`src/rtl/mem_stream_sender.sv`:
```
// Streams characters from one of several memory sources to a UART transmit FIFO.
// Modes: until terminator, fixed length, single character, or looped fixed length.
module mem_stream_sender #(
    parameter int ADDR_BITS  = 7,
    parameter int DATA_BITS  = 7,
    parameter int NUM_SRC    = 2,
    parameter int SEL_BITS   = 1,
    parameter int RD_LATENCY = 1,
    parameter logic [DATA_BITS-1:0] TERMINATOR = '0
) (
    input  logic                         clock,
    input  logic                         reset,
    input  logic                         Start,
    input  logic                         Abort,
    input  logic [1:0]                   Mode,
    input  logic [SEL_BITS-1:0]          SrcSel,
    input  logic [ADDR_BITS-1:0]         StartAddr,
    input  logic [ADDR_BITS:0]           Length,
    input  logic [NUM_SRC*DATA_BITS-1:0] MemData,
    input  logic                         tx_full,
    output logic [ADDR_BITS-1:0]         Address,
    output logic [7:0]                   tx_data,
    output logic                         write_to_uart,
    output logic                         Transmitting,
    output logic                         Done,
    output logic [ADDR_BITS:0]           CharCount
);

    localparam int CW = ADDR_BITS + 1;
    localparam logic [CW-1:0] CAP = CW'(1) << ADDR_BITS;
    localparam logic [2:0] LAT_LAST = 3'(RD_LATENCY - 1);

    typedef enum logic [2:0] {IDLE, FETCH, SEND, WRITE, DONE} state_t;

    state_t                 state;
    logic [1:0]             mode_q;
    logic [SEL_BITS-1:0]    sel_q;
    logic [ADDR_BITS-1:0]   base_q;
    logic [CW-1:0]          len_q;
    logic [2:0]             lat_q;
    logic [DATA_BITS-1:0]   slice;
    logic [CW-1:0]          cnt_inc;
    logic                   stop;
    logic                   wrap;

    // Out-of-range selects fall back to source 0.
    always_comb begin
        slice = MemData[DATA_BITS-1:0];
        for (int i = 1; i < NUM_SRC; i++) begin
            if (int'(sel_q) == i) slice = MemData[i*DATA_BITS +: DATA_BITS];
        end
    end

    assign cnt_inc = CharCount + CW'(1);
    assign stop = Abort || (mode_q == 2'd2)
               || (mode_q == 2'd1 && cnt_inc == len_q)
               || (mode_q == 2'd0 && cnt_inc == CAP);
    assign wrap = (mode_q == 2'd3) && (cnt_inc == len_q);

    always_ff @(posedge clock or negedge reset) begin
        if (!reset) begin
            state         <= IDLE;
            Address       <= '0;
            tx_data       <= '0;
            write_to_uart <= 1'b0;
            Transmitting  <= 1'b0;
            Done          <= 1'b0;
            CharCount     <= '0;
            mode_q        <= '0;
            sel_q         <= '0;
            base_q        <= '0;
            len_q         <= '0;
            lat_q         <= '0;
        end else begin
            write_to_uart <= 1'b0;
            Done          <= 1'b0;
            unique case (state)
                IDLE: begin
                    if (Start) begin
                        mode_q    <= Mode;
                        sel_q     <= SrcSel;
                        base_q    <= StartAddr;
                        len_q     <= Length;
                        Address   <= StartAddr;
                        CharCount <= '0;
                        lat_q     <= '0;
                        if ((Mode == 2'd1 || Mode == 2'd3) && Length == '0) begin
                            state <= DONE;
                            Done  <= 1'b1;
                        end else begin
                            state        <= FETCH;
                            Transmitting <= 1'b1;
                        end
                    end
                end
                FETCH: begin
                    if (Abort) begin
                        state        <= DONE;
                        Done         <= 1'b1;
                        Transmitting <= 1'b0;
                    end else if (lat_q == LAT_LAST) begin
                        tx_data <= 8'(slice);
                        state   <= SEND;
                    end else begin
                        lat_q <= lat_q + 3'd1;
                    end
                end
                SEND: begin
                    if (Abort || (mode_q == 2'd0 && tx_data == 8'(TERMINATOR))) begin
                        state        <= DONE;
                        Done         <= 1'b1;
                        Transmitting <= 1'b0;
                    end else if (!tx_full) begin
                        state         <= WRITE;
                        write_to_uart <= 1'b1;
                    end
                end
                WRITE: begin
                    CharCount <= cnt_inc;
                    Address   <= Address + ADDR_BITS'(1);
                    lat_q     <= '0;
                    if (stop) begin
                        state        <= DONE;
                        Done         <= 1'b1;
                        Transmitting <= 1'b0;
                    end else begin
                        state <= FETCH;
                        if (wrap) begin
                            Address   <= base_q;
                            CharCount <= '0;
                        end
                    end
                end
                DONE: state <= IDLE;
                default: state <= IDLE;
            endcase
        end
    end

endmodule

```
`config.mk`:
```
export PLATFORM = sky130hd
export DESIGN_NAME = mem_stream_sender
export DESIGN_NICKNAME = d
export VERILOG_FILES = /design/src/rtl/mem_stream_sender.sv
export SDC_FILE = /design/constraint.sdc
export NUM_CORES = 1
export LEC_CHECK = 0
export ABC_AREA = 1
export CAP_MARGIN = 20
export CORE_MARGIN = 2
export CORE_UTILIZATION = 51
export CTS_CLUSTER_DIAMETER = 150
export DETAILED_ROUTE_END_ITERATION = 8
export PLACE_DENSITY = 0.85
export SLEW_MARGIN = 20
export SYNTH_ARGS = -nofsm -noshare
export SYNTH_HDL_FRONTEND = slang
export SYNTH_SLANG_ARGS = --single-unit
```
`constraint.sdc`:
```
create_clock -name clock -period 2.6 [get_ports clock]
set_input_delay 0.39 -clock clock [delete_from_list [all_inputs] [get_ports clock]]
set_output_delay 0.39 -clock clock [all_outputs]
set_load 0.005 [all_outputs]
```
==> impl_metrics.ini <==
[grt]
grt_pass1_wl_um = 11950
use_met2_pct = 41.36
grt_max_degree = 31
antenna_found_initial = 0
use_met1_pct = 31.49
first_global_vias = 2666
grt_usage_pct = 24.34
grt-ovfl-total = 0
top_usage_layer = met2
use_met3_pct = 5.341

[timing]
clock.fmax_ghz = 0.4401
finalCritPeriodShare_pct = 87.40
tns_ns = 0
max-slew-margin-rel_pct = 61.59
rsz0062_at_grt = false
hold_slack_ns = 0.02342
worst_slack_ns = 0.3277
finalHoldViolations = 0
tightest_slew_ns = 0.5681
maxSlewViolCount = 0
setup_viol = 0
period_needed_ns = 2.272
fin_worst_skew_ns = 0.008914

[synth]
synth-edff-count = 0
synth-simple-area-share_pct = 33.87
synth.distinct_cells = 33
synth-seq-cells = 49
postSynthCellCount = 390
synth_top_family_by_area = simple AND/OR/NAND/NOR gates
synth-xor-area-share_pct = 2.125
synthesis.area_um2 = 2885
yosys_most_used_dff = dfrtp_1
synth_compound_area_share_pct = 9.193
async_flop_share_pct = 100.0
avgSynthCellArea_um2 = 7.398
yosys_warnings = 0
ys_seq_area_share_pct = 42.50
synth_mux_area_share_pct = 2.428
syn_nets = 432
synth-adder-area-share_pct = 2.168

[layout]
multi_input_area_um2 = 1443
diodes = 0
drive_above_1_share_pct = 7.930
nNetsFinal = 497
fin_area_um2 = 3661
seq_area_um2 = 1227
fillers = 476
area_growth_pct = 26.89

[worst_setup_path]
reg2reg_from = CharCount[0]$_DFFE_PN0P_
cp-end-kind = register
crit_required_ns = 2.79
rrSetupSlack_ns = 0.33
path_max_fanout = 7
r2r_cells = 13
start_kind = register
endpoint = Transmitting$_DFFE_PN0P_
crit_path_start = CharCount[0]$_DFFE_PN0P_
arrival_ns = 2.46
critPathKind = register to register
rr_endpoint = Transmitting$_DFFE_PN0P_

[flow_run]
max_cap_violations = 0

[power]
power.density_nw_per_um2 = 944.5
leakagePower_uw = 0.001727
max-vdd-ir-drop_mv = 0.7328

[floorplan]
core-area_um2 = 5473
io_pins = 63
dieHeight_um = 79.22
die_x_um = 79.22
rows = 27
initial_utilization_pct = 52.72
dieArea_um2 = 6275

[routing]
via_per_inst = 5.236
vias = 2754
route.detailed.drc = 0
wire_per_inst_um = 13.45
totalWireLength_um = 7077
drt_iter0_markers = 211
drtPass1Iterations = 4
final_antenna_net_count = 0

[status]
status = completed

[clock_tree]
clkTransAtPathRegs_ns = 0.09
cts_hold_buf = 0
clock-sinks = 49
cts-root-buf = clkbuf_8
cts_tree = built
htree_levels = 2
clk_latency_ns = 0.30
cts_buffers = 5
cts-root-to-sink-buffers = 2

[place]
dp_slack_ns = 0.2683
dp_hpwl_um = 5366
postPlaceCellArea_um2 = 3571
portBuffers = 61
gp_congestion = 0.8826

[worst_hold_path]
min_path_type = input port to async pin
synthesized netlist by cell type (all sizes together) (2+ instances only):
library cell / instances / share of area (%)
a21oi: 12 / 2.1
buf: 4 / 0.95
clkbuf: 6 / 0.78
dfrtp: 49 / 42
ha: 5 / 2.2
inv: 45 / 5.9
mux2i: 7 / 2.4
nand2: 115 / 15
nand3: 35 / 6.2
nand4: 8 / 2.3
nor2: 51 / 7.8
nor3: 6 / 1.0
o21ai: 28 / 4.9
o21bai: 4 / 1.6
o22ai: 2 / 0.43
xor2: 6 / 1.8
metrics by stage:
step,utilization [%],std cells,total power [µW]
after CTS,66.60,524,3463
after detailed placement,65.25,518,3028
after global routing,66.90,526,3756
final,66.90,526,3458
after global placement,65.25,518,2986
after floorplan,-,390,2390
kinds of logic after synthesis:
kind of cell | after synthesis
fa+ha+maj | 5
simple gates | 219
mux | 7
other cells | 1
buf+inv | 55
compound gates | 47
flops | 49
xor+xnor | 7
layout by cell type (no fill, tap or decap), types with 2 or more instances in the layout:
cell type and count:
dfrtp_1 48, nor3_1 6, nor2_1 44, o21ai_0 26
inv_1 44, o21ai_1 2, o22ai_1 2, buf_4 7
mux2i_1 7, nand4_1 7, clkbuf_8 5, xor2_1 6
nor2_2 3, a21oi_1 12, nand2_2 6, clkdlybuf4s50_1 60
nand3_1 34, ha_1 5, nor2_4 4, o21bai_2 4
nand2_1 109
state kept, by name (all words and copies together), names as in the netlist:
name / cells
tx_data: 7
CharCount: 8
Transmitting: 1
mode_q: 2
base_q: 7
state: 3
len_q: 8
write_to_uart: 1
Done: 1
Address: 7
sel_q: 1
lat_q: 3
power by group:
part           total [µW]  switching [µW]  internal [µW]
combinational        1710             943            763
sequential           1330             262           1070
clock                 422             244            178
layer usage:
metal,wire (µm),up-vias
met3,314,10
met4,109,0
met5,0,-
met2,3479,74
li1,-,1375
met1,3174,1295
what timing repair did:
action	in CTS	in global routing
hold endpoints to repair	0	0
resized for setup	0	1
setup endpoints to repair	0	6
setup buffers	0	2
critical path: stages, from the launching register on:
cell and delay [ns]:
dfrtp_1 0.48, ha_1 0.28, nand2_2 0.10, nor2_1 0.06, nand2_1 0.08, nand2_1 0.10, nor3_1 0.31, nand2_1 0.10
nor2_1 0.10, nor2_1 0.07, nand3_1 0.19, nand3b_1 0.13, nand2_1 0.08, o21ai_1 0.06
cell type report:
cell class / instances / share of cell area, %
sequential: 49 / 33.53
multi-input combinational: 286 / 39.41
tap: 72 / 2.461
timing repair buffer: 68 / 17.98
clock buffer: 5 / 1.880
inverter: 45 / 4.614
clock inverter: 1 / 0.1367
worst min path at each step:
stage | endpoint | slack, ns | depth (start not counted)
6_report | len_q[5]$_DFFE_PN0P_ | 0.02 | 1
5_1_grt | Address[3]$_DFFE_PN0P_ | 0.05 | 1
3_5_place_dp | len_q[3]$_DFFE_PN0P_ | 0.37 | 1
4_1_cts | len_q[3]$_DFFE_PN0P_ | 0.04 | 1
3_3_place_gp | len_q[3]$_DFFE_PN0P_ | 0.37 | 1
2_1_floorplan | Address[0]$_DFFE_PN0P_ | 0.09 | 0
(Power assumes the default switching activity.)
